--- config.mk ---
export PLATFORM = sky130hd
export DESIGN_NAME = uart_line_assembler
export DESIGN_NICKNAME = d
export VERILOG_FILES = /design/src/rtl/uart_line_assembler.sv
export SDC_FILE = /design/constraint.sdc
export NUM_CORES = 1
export LEC_CHECK = 0
export CAP_MARGIN = 5
export CORE_MARGIN = 2
export CORE_UTILIZATION = 62
export DETAILED_ROUTE_END_ITERATION = 12
export GPL_ROUTABILITY_DRIVEN = 0
export HOLD_SLACK_MARGIN = 0.02
export PLACE_DENSITY = 0.89
export SKIP_LAST_GASP = 1
export SLEW_MARGIN = 25
export SYNTH_ARGS = -nofsm -noshare
export SYNTH_HDL_FRONTEND = slang
export SYNTH_SLANG_ARGS = --single-unit
--- constraint.sdc ---
create_clock -name i_clk -period 4.2 [get_ports i_clk]
set_clock_uncertainty 0.2 [all_clocks]
set_input_delay 0.63 -clock i_clk [delete_from_list [all_inputs] [get_ports i_clk]]
set_output_delay 0.63 -clock i_clk [all_outputs]
set_load 0.01 [all_outputs]
--- src/rtl/uart_line_assembler.sv ---
// uart_line_assembler
//   Collects bytes from a UART RX strobe into a line buffer and, on each
//   CR LF terminator, streams the completed line (terminator stripped) to a
//   downstream consumer over a valid/ready byte interface. Lines that do not
//   fit in the buffer are discarded and flagged once their terminator arrives.
//
// Ports
//   i_clk         system clock, rising edge
//   i_reset       synchronous active-high reset
//   i_data_latch  one-cycle strobe, i_data holds a received byte
//   i_data        received byte
//   o_data        stream byte to consumer
//   o_valid       o_data valid
//   i_ready       consumer accepts o_data when o_valid is high
//   o_last        high with the final byte of a line
//   o_line_len    length of the line being drained (CR LF excluded)
//   o_busy        high while draining; incoming bytes are dropped
//   o_overflow    one-cycle pulse when an oversized line is discarded
//   o_dropped     one-cycle pulse per byte latched while draining
//
// State table
//   state    | meaning
//   COLLECT  | storing received bytes, watching for CR LF
//   DRAIN    | streaming the stored line out, input bytes dropped
//   OVERFLOW | line too long, discarding bytes until CR LF

module uart_line_assembler #(
    parameter int         DEPTH    = 64,
    parameter logic [7:0] CARRIAGE = 8'h0D,
    parameter logic [7:0] LINEFEED = 8'h0A,
    localparam int        LW       = $clog2(DEPTH + 1)
) (
    input  logic          i_clk,
    input  logic          i_reset,
    input  logic          i_data_latch,
    input  logic [7:0]    i_data,
    output logic [7:0]    o_data,
    output logic          o_valid,
    input  logic          i_ready,
    output logic          o_last,
    output logic [LW-1:0] o_line_len,
    output logic          o_busy,
    output logic          o_overflow,
    output logic          o_dropped
);

    localparam int            AW   = (DEPTH > 1) ? $clog2(DEPTH) : 1;
    localparam logic [LW-1:0] FULL = LW'(DEPTH);
    localparam logic [LW-1:0] ONE  = LW'(1);
    localparam logic [LW-1:0] TWO  = LW'(2);

    typedef enum logic [1:0] {
        COLLECT  = 2'd0,
        DRAIN    = 2'd1,
        OVERFLOW = 2'd2
    } state_t;

    state_t        state;
    logic [7:0]    line_buf [DEPTH];
    logic [LW-1:0] wr_ptr;
    logic [LW-1:0] rd_ptr;
    logic          prev_cr;

    logic is_term;
    logic store;

    // prev_cr is only meaningful in COLLECT/OVERFLOW; it is cleared at every
    // line start so a CR from a previous line can never pair with a new LF.
    assign is_term = i_data_latch && (i_data == LINEFEED) && prev_cr;
    assign store   = (state == COLLECT) && i_data_latch && !is_term && (wr_ptr != FULL);

    // Storage has no reset: pointers define what is valid.
    always_ff @(posedge i_clk) begin
        if (store) begin
            line_buf[wr_ptr[AW-1:0]] <= i_data;
        end
    end

    always_ff @(posedge i_clk) begin
        if (i_reset) begin
            state      <= COLLECT;
            wr_ptr     <= '0;
            rd_ptr     <= '0;
            prev_cr    <= 1'b0;
            o_data     <= '0;
            o_valid    <= 1'b0;
            o_last     <= 1'b0;
            o_line_len <= '0;
            o_busy     <= 1'b0;
            o_overflow <= 1'b0;
            o_dropped  <= 1'b0;
        end else begin
            o_overflow <= 1'b0;
            o_dropped  <= 1'b0;
            case (state)
                COLLECT: begin
                    if (i_data_latch) begin
                        if (is_term) begin
                            prev_cr <= 1'b0;
                            // wr_ptr counts the stored CR, so wr_ptr > 1 means
                            // at least one data byte precedes the terminator.
                            if (wr_ptr > ONE) begin
                                state      <= DRAIN;
                                o_line_len <= wr_ptr - ONE;
                                o_data     <= line_buf[0];
                                o_last     <= (wr_ptr == TWO);
                                o_valid    <= 1'b1;
                                o_busy     <= 1'b1;
                                rd_ptr     <= ONE;
                            end else begin
                                wr_ptr <= '0;
                            end
                        end else if (wr_ptr == FULL) begin
                            state   <= OVERFLOW;
                            prev_cr <= (i_data == CARRIAGE);
                        end else begin
                            wr_ptr  <= wr_ptr + ONE;
                            prev_cr <= (i_data == CARRIAGE);
                        end
                    end
                end

                OVERFLOW: begin
                    if (i_data_latch) begin
                        if (is_term) begin
                            o_overflow <= 1'b1;
                            wr_ptr     <= '0;
                            prev_cr    <= 1'b0;
                            state      <= COLLECT;
                        end else begin
                            prev_cr <= (i_data == CARRIAGE);
                        end
                    end
                end

                DRAIN: begin
                    o_dropped <= i_data_latch;
                    // o_valid is held high for the whole of DRAIN, so i_ready
                    // alone marks a transfer. rd_ptr always points at the byte
                    // to present after the current one (prefetch).
                    if (i_ready) begin
                        if (o_last) begin
                            state   <= COLLECT;
                            o_valid <= 1'b0;
                            o_busy  <= 1'b0;
                            o_last  <= 1'b0;
                            wr_ptr  <= '0;
                            rd_ptr  <= '0;
                        end else begin
                            o_data <= line_buf[rd_ptr[AW-1:0]];
                            o_last <= (rd_ptr == o_line_len - ONE);
                            rd_ptr <= rd_ptr + ONE;
                        end
                    end
                end

                default: begin
                    state <= COLLECT;
                end
            endcase
        end
    end

endmodule
; ---- After elaboration in Yosys (flattened, before gate mapping)
; Memories as Yosys holds them, arrays and structs flattened. A register that Yosys moved wholly into a read port is not among the register bits.
; Cells that the tools add are included.
[op_classes]
add_sub_neg = 4
magnitude_cmp = 1
eq_ne = 20
n_mux = 48
bitwise_logic = 3
n_reduce_logical = 19
[op_table]
columns = cell, n
row1 = 2-to-1 mux 7 bit, 13
row2 = 2-to-1 mux 8 bit, 5
row3 = one-hot mux 7 bit (3 select lines), 1
row4 = equality test 8 x 4 -> 1 bit (second input constant), 2
row5 = 2-to-1 mux 2 bit, 8
row6 = one-hot mux 8 bit (2 select lines), 1
row7 = adder 7 x 1 -> 7 bit (second input constant), 2
row8 = 2-to-1 mux 1 bit, 14
row9 = != test 2 bit (second input constant), 7
row10 = one-hot mux 7 bit (2 select lines), 1
row11 = subtractor 7 x 1 -> 7 bit (second input constant), 2
row12 = 2-to-1 mux 6 bit, 2
row13 = AND reduction 6 bit, 2
row14 = AND reduction 8 bit, 1
row15 = equality test 7 x 2 -> 1 bit (second input constant), 1
row16 = equality test 7 bit, 1
row17 = equality test 7 bit (second input constant), 1
row18 = > comparator 7 x 1 -> 1 bit (second input constant), 1
row19 = != test 7 bit (second input constant), 1
row20 = AND reduction 7 bit, 1
row21 = != test 3 x 2 -> 1 bit (second input constant), 2
row22 = != test 3 bit (second input constant), 2
row23 = one-hot mux 2 bit (3 select lines), 1
row24 = logical AND 1 bit, 5
row25 = other kinds (14), 18
[word_totals]
reg_bits = 36
ramBits = 512
elab_cells = 106
memories = 1
[mem_list]
columns = name, depth, width, rd, rd_ports_with_merged_regs, wr, line_no
row1 = line_buf, 64, 8, 2, 1, 1, 59  ; logic [7:0] line_buf [DEPTH];

; ---- Depth between registers and ports, before layout
; Gate-level depths: netlist (run 1).
[logic_depth]
depth_word = 8
mapped_depth = 10
depth_no_buf = 8

; ---- Worst setup path before layout (run 1)
; OpenSTA, ideal clock, no wires.
[synth_timing]
path_type = input port to flip-flop
start = input port i_data[2]
end = memory line_buf[24][0] (enable)
setup_time_ps = 383
arrival_time_ps = 2329
required_time_ps = 3617
slack_ps = 1288
stages = 6
cell_sequence = and4bb_2 -> nand4_4 -> and4_1 -> clkbuf_1 -> nand2_1 -> nor3_1
[synth_via]
elab_chain_len = 8
[synth_lines]
columns = item, line_no
row1 = from (decl), 36  ; input logic [7:0] i_data,
row2 = equality test 8 x 4 -> 1 bit, 69  ; assign is_term = i_data_latch && (i_data == LINEFEED) && prev_cr;
row3 = logical AND 1 bit (2 in a row), 69
row4 = zero test 1 bit, 70  ; assign store = (state == COLLECT) && i_data_latch && !is_term && (wr_ptr != FULL);
row5 = logical AND 1 bit (2 in a row), 70
row6 = 2-to-1 mux 1 bit, 74  ; if (store) begin
row7 = 2-to-1 mux 1 bit (not written as such), 75  ; line_buf[wr_ptr[AW-1:0]] <= i_data;
row8 = to (decl), 59
; Every way passes these cells.

; ---- Worst setup path after layout (run 1)
[layout_timing]
start = register wr_ptr[3]
end = memory line_buf[10][7] (enable)
[layout_via]
elab_chain_len = 4
[layout_lines]
columns = item, line_no
row1 = from (decl), 60  ; logic [LW-1:0] wr_ptr;
row2 = from (signal assigned), 117  ; wr_ptr <= wr_ptr + ONE;
row3 = != test 7 bit, 70
row4 = logical AND 1 bit, 70
row5 = 2-to-1 mux 1 bit, 74
row6 = 2-to-1 mux 1 bit (not written as such), 75
; Parallel ways exist; a longest one is shown, timed or not.

==> results of run 1 <==
[area by class of cell]
cell class | instances | area (sq um)
multi-input cells | 524 | 5560
flip-flops and latches | 554 | 16200
fillers | 1931 | 10300
repair buffers | 100 | 826
inverters | 13 | 48.8
clock inverters | 41 | 442
well taps | 461 | 577
clock buffers | 57 | 1320
[kinds of logic after synthesis]
kind of cell	synth area share (%)
adders and majority gates	0.623
DFF	73.4
and+or+nand+nor	5.01
xor gates and xnor gates	0.754
AOI/OAI and AO/OA	2.85
muxes	15.9
buffers and inverters	1.41
[routing by layer]
| metal | up-vias | track usage [%] | wire [um] |
|---|---|---|---|
| met3 | 211 | 6.78 | 6210 |
| met4 | 0 | 14.0 | 2770 |
| met2 | 982 | 51.1 | 27500 |
| met5 | - | 0 | 0 |
| met1 | 6259 | 40.6 | 19100 |
| li1 | 4850 | - | - |
[flip-flops by register name, summed over array words and instances (netlist names), named ones only]
name        flops
o_last          1
wr_ptr          7
o_data          8
line_buf      512
state           2
o_busy          1
prev_cr         1
o_dropped       1
o_line_len      7
o_overflow      1
rd_ptr          7
[cells in the final DEF, fill, tap and decap left out, types with 4 or more instances in the layout]
cell / instances
xnor2_1: 10
a211oi_1: 7
clkinv_2: 13
ha_1: 11
bufinv_16: 7
xor2_1: 9
o21ai_0: 12
inv_1: 13
buf_2: 8
nand4_1: 5
a21o_1: 10
clkdlybuf4s50_1: 23
dfxtp_1: 40
and2_1: 4
o22ai_1: 5
or2_2: 6
nand3b_1: 4
a22oi_1: 17
nor3_1: 12
nor2_1: 89
or3_1: 5
and3_1: 4
or4_1: 5
clkbuf_16: 52
mux4_2: 142
nand2_1: 47
clkinv_1: 12
nand3_1: 17
clkbuf_1: 5
nor2b_1: 8
buf_4: 66
mux2i_1: 32
nand2b_1: 5
edfxtp_1: 512
o211ai_1: 6
a21oi_1: 21
[through the flow]
step	area (sq um)	utilization [%]	std cells
global route	25000	70.8	1750
floorplan	22100	-	1152
CTS	25000	70.8	1750
detailed placement	23200	65.8	1652
finish	25000	70.8	1750
global placement	23200	65.8	1652
[critical path: stages, from the launching register on]
cell and delay, ns:
dfxtp_1 0.84, nor4_1 0.20, nand3_1 0.18, and4_1 0.59
nand2_1 0.34, nor2_1 0.72
[worst max-delay path by stage]
stage,slack (ns),endpoint,start
2_1_floorplan,1.29,line_buf[24][0],i_data[2]
3_3_place_gp,0.63,wr_ptr[6],i_data[5]
3_5_place_dp,0.63,wr_ptr[4],i_data[5]
4_1_cts,0.86,line_buf[10][7],wr_ptr[3]
5_1_grt,0.63,line_buf[10][7],wr_ptr[3]
6_report,0.73,line_buf[10][7],wr_ptr[3]
[power breakdown]
group          total (mW)  switching (mW)  internal [mW]
clock network        4.84            2.12           2.72
registers            6.04          0.0109           6.03
logic               0.192           0.154         0.0381
==> results.sh, run 1 <==
export IMPL_clkTransAtPathRegs_ns=0.07
export IMPL_setup_tns_final_ns=0
export IMPL_grt_max_degree=66
export IMPL_yosysTopAreaCell="edfxtp_1"
export IMPL_die_x_um=193
export IMPL_htreeDepth=2
export IMPL_grt_use_total_pct=31.2
export IMPL_drtIter0Drc=1960
export IMPL_grt_pass1_vias=12200
export IMPL_clock_sinks=554
export IMPL_numCtsBuffers=52
export IMPL_core_area_sq_um=35300
export IMPL_cts_path_max_buffers=3
export IMPL_yosysWarnings=0
export IMPL_synth_most_common_cell="edfxtp_1"
export IMPL_row_count=69
export IMPL_cts_root_buf="clkbuf_16"
export IMPL_slew_viol_final=0
export IMPL_diodes=0
export IMPL_r2r_start="wr_ptr[3]"
export IMPL_relSlewSlack_pct=33.5
export IMPL_area_growth_pct=13.2
export IMPL_power_leakage_nw=7.78
export IMPL_hold_buffers=0
export IMPL_vdd_drop_max_v=0.000595
export IMPL_power_mw=11.1
export IMPL_antenna_found_initial=1
export IMPL_maxCapViolCount=0
export IMPL_crit_arrival_ns=3.52
export IMPL_syn_avg_cell_area_sq_um=19.2
export IMPL_fin_ws_ns=0.728
export IMPL_fin_nets=1268
export IMPL_worstHoldEndpoint="line_buf[42][5]"
export IMPL_syn_area_sq_um=22100
export IMPL_fin_crit_ns=3.47
export IMPL_num_vias=12300
export IMPL_viasPerCell=7.03
export IMPL_pin_count=32
export IMPL_synth_top_cells_by_count="edfxtp_1, mux4_2, nor2_1"
export IMPL_holdCritPathClass="in -> reg"
export IMPL_worst_r2r_path_depth=5
export IMPL_synthesis_instances=1152
export IMPL_clock_latency_ns=0.64
export IMPL_synthTopCellsByArea="edfxtp_1, mux4_2, dfxtp_1"
export IMPL_cp_required_ns=4.25
export IMPL_cts_tree="built"
export IMPL_hold_violations=0
export IMPL_pre_cts_ws_ns=0.627
export IMPL_grt_pass1_wl_um=81400
export IMPL_die_y_um=193
export IMPL_end_kind="flop"
export IMPL_dieArea_sq_um=37100
export IMPL_hp_start="i_data[5]"
export IMPL_power_density_nw_per_um2=443
export IMPL_synth_seq_cells=554
export IMPL_synthArstFlopShare_pct=0
export IMPL_crit_path_start_kind="flop"
export IMPL_worst_slew_pin_slew_ns=0.998
export IMPL_synthFlopType="edfxtp_1"
export IMPL_cp_max_fo=20
export IMPL_drcViolationCount=0
export IMPL_routedWlPerCell_um=31.7
export IMPL_timing_fmax_mhz=288
export IMPL_synth_top_area_share_pct=69.6
export IMPL_synth_edf_count=512
export IMPL_drive_above_1_share_pct=24.3
export IMPL_place_hpwl_um=32800
export IMPL_r2r_slack_ns=0.73
export IMPL_setup_violations=0
export IMPL_synth_nets=1175
export IMPL_period_share_pct=82.7
export IMPL_globalRoute_totalOverflow=0
export IMPL_drt_wl_total_um=55600
export IMPL_initial_utilization_pct=62.5
export IMPL_rsz0062_at_grt="false"
export IMPL_detail_route_antenna_nets=0
export IMPL_timing_worst_setup_path_type="reg -> reg"
export IMPL_ys_types=54
export IMPL_post_cts_buffers=0
export IMPL_yosysSeqAreaShare_pct=73.4
export IMPL_first_pass_iters=5
export IMPL_rr_endpoint="line_buf[10][7]"
export IMPL_worst_hold_slack_ns=0.161
export IMPL_min_path_cells=1
export IMPL_status="completed"
export IMPL_cts_resized=0
export IMPL_io_buffers=31
Note: power is estimated with default switching activity, not from simulation.
==> run 2, diff against run 1 <==
==> constraint.sdc (replaced) <==
create_clock -name i_clk -period 3.6 [get_ports i_clk]
set_clock_uncertainty 0.2 [all_clocks]
set_input_delay 0.54 -clock i_clk [delete_from_list [all_inputs] [get_ports i_clk]]
set_output_delay 0.54 -clock i_clk [all_outputs]
set_load 0.01 [all_outputs]
==> run 2 against run 1 <==
Utilization decreased by 0.66 points. Total power increased by 13%. Routed wire length decreased by 1.4%. Count of clock-buffer cells in the layout increased by 2. Worst setup slack got worse by 0.59 ns. Combinational power increased by 18%. Via count decreased by 1.7%. Critical endpoint is now line_buf[32][4]. Highest routed layer unchanged. Sequential power increased by 17%. Maximum frequency increased by 0.32%. Die area unchanged.
==> results.sh, run 2 (same netlist as run 1, synthesis figures left out) <==
export IMPL_drive_above_1_share_pct=22.7
export IMPL_die_y_um=193
export IMPL_power_density_nw_per_um2=505
export IMPL_dieArea_sq_um=37100
export IMPL_num_vias=12100
export IMPL_slowest_stage="nor2_1"
export IMPL_viasPerCell=6.98
export IMPL_end_kind="flop"
export IMPL_timing_worst_setup_path_type="reg -> reg"
export IMPL_drtIter0Drc=1754
export IMPL_power_leakage_nw=7.64
export IMPL_hold_violations=0
export IMPL_use_met1_pct=41.1
export IMPL_globalRoute_totalOverflow=0
export IMPL_clock_sinks=554
export IMPL_die_x_um=193
export IMPL_relSlewSlack_pct=37.9
export IMPL_fillerInstances=2006
export IMPL_clock_latency_ns=0.59
export IMPL_vdd_drop_max_v=0.000425
export IMPL_met2_usage_pct=50.3
export IMPL_detail_route_antenna_nets=0
export IMPL_cts_root_buf="clkbuf_16"
export IMPL_crit_arrival_ns=3.46
export IMPL_layout_common_cells="edfxtp_1, mux4_2, nor2_1"
export IMPL_drcViolationCount=0
export IMPL_power_mw=12.5
export IMPL_io_buffers=31
export IMPL_grtUsageMet3_pct=5.51
export IMPL_htreeDepth=2
export IMPL_grt_pass1_wl_um=80700
export IMPL_antenna_found_initial=0
export IMPL_core_area_sq_um=35300
export IMPL_cp_required_ns=3.60
export IMPL_final_cell_area_sq_um=24800
export IMPL_first_pass_iters=6
export IMPL_holdCritPathClass="in -> reg"
export IMPL_clkTransAtPathRegs_ns=0.06
export IMPL_setup_violations=0
export IMPL_post_cts_buffers=0
export IMPL_pin_count=32
export IMPL_area_growth_pct=12.1
export IMPL_grt_use_total_pct=30.7
export IMPL_drt_wl_total_um=54800
export IMPL_critPathTopFamily="simple AND/OR/NAND/NOR gates"
export IMPL_grt_max_degree=66
export IMPL_final_common_cell="edfxtp_1"
export IMPL_fin_cells=1732
export IMPL_cp_max_fo=11
export IMPL_cts_tree="built"
export IMPL_crit_path_start_kind="flop"
export IMPL_hold_buffers=0
export IMPL_diodes=0
export IMPL_grt_busiest_layer="met2"
export IMPL_r2r_slack_ns=0.14
export IMPL_rsz0062_at_grt="false"
export IMPL_placedCellCount=1639
export IMPL_timing_fmax_mhz=289
export IMPL_slew_viol_final=0
export IMPL_status="completed"
export IMPL_cts_path_max_buffers=3
export IMPL_grt_pass1_vias=12200
export IMPL_numCtsBuffers=50
export IMPL_fin_nets=1253
export IMPL_cp_num_buf_inv=1
export IMPL_period_share_pct=96.1
export IMPL_routedWlPerCell_um=31.6
export IMPL_worst_slew_pin_slew_ns=0.931
export IMPL_fin_crit_ns=3.46
export IMPL_cts_resized=0
export IMPL_crit_chain="inv_1 > ha_1 > nand3_1 > and4_1 > nand2_1 > nor2_1"
export IMPL_initial_utilization_pct=62.5
export IMPL_slowest_delay_ns=0.75
export IMPL_place_hpwl_um=32800
export IMPL_maxCapViolCount=0
export IMPL_row_count=69
export IMPL_place_area_sq_um=23200
export IMPL_largest_register_ffs=512
==> run 2: cell count changes in the layout (fill, tap and decap cells not counted), sizes merged <==
cell,before,now
inv,13,14
bufinv,7,4
clkinv,30,27
buf,77,64
clkbuf,57,59
clkinvlp,4,2
==> run 2: path summary, 6_finish.rpt <==
| check | start | end | cells past startpoint |
|---|---|---|---|
| worst max-delay path | wr_ptr[0] | line_buf[32][4] | 6 |
| worst min-delay path | i_data[5] | line_buf[38][5] | 1 |
| worst max register to register | wr_ptr[0] | line_buf[32][4] | 6 |
| worst min register to register | wr_ptr[6] | wr_ptr[6] | 2 |
==> run 2: through the flow <==
step / utilization [%] / setup TNS, ns / hold slack (ns) / worst slack, ns
after floorplan: - / 0 / 0.227 / 0.708
after global placement: 65.6 / 0 / 0.331 / 0.0908
after detailed placement: 65.6 / -0.259 / 0.321 / -0.0331
after CTS: 70.1 / 0 / 0.0901 / 0.286
after global routing: 70.1 / 0 / 0.0926 / 0.0540
final: 70.1 / 0 / 0.110 / 0.139
==> run 2: layout make-up <==
type                            instances  area (sq um)  area share (%)
Clock buffer                           59          1290            5.23
Clock inverter                         34           307            1.24
Timing Repair Buffer                   87           753            3.04
Inverter                               13          48.8           0.197
Multi-Input combinational cell        524          5560            22.4
Sequential cell                       554         16200            65.5
Tap cell                              461           577            2.33
==> run 2: layer usage <==
metal	vias up	wire length, um
met5	-	0
met4	0	2500
met3	185	5770
met2	910	27100
met1	6165	19400
li1	4831	-
==> run 2: report_power, final <==
| part | switching, mW | internal (mW) | leakage, nW | total [mW] |
|---|---|---|---|---|
| clock | 2.35 | 2.88 | 0.776 | 5.22 |
| combinational | 0.181 | 0.0447 | 1.92 | 0.226 |
| sequential | 0.0131 | 7.04 | 4.95 | 7.05 |
| total | 2.54 | 9.96 | 7.64 | 12.5 |
==> run 3, diff against run 2 <==
--- a/config.mk
+++ b/config.mk
@@ -12,7 +12,6 @@
 export GPL_ROUTABILITY_DRIVEN = 0
 export HOLD_SLACK_MARGIN = 0.02
 export PLACE_DENSITY = 0.89
-export SKIP_LAST_GASP = 1
 export SLEW_MARGIN = 25
 export SYNTH_ARGS = -nofsm -noshare
 export SYNTH_HDL_FRONTEND = slang
==> results of run 3 <==
The final DEF is identical to that of run 2; final timing and power are the same.
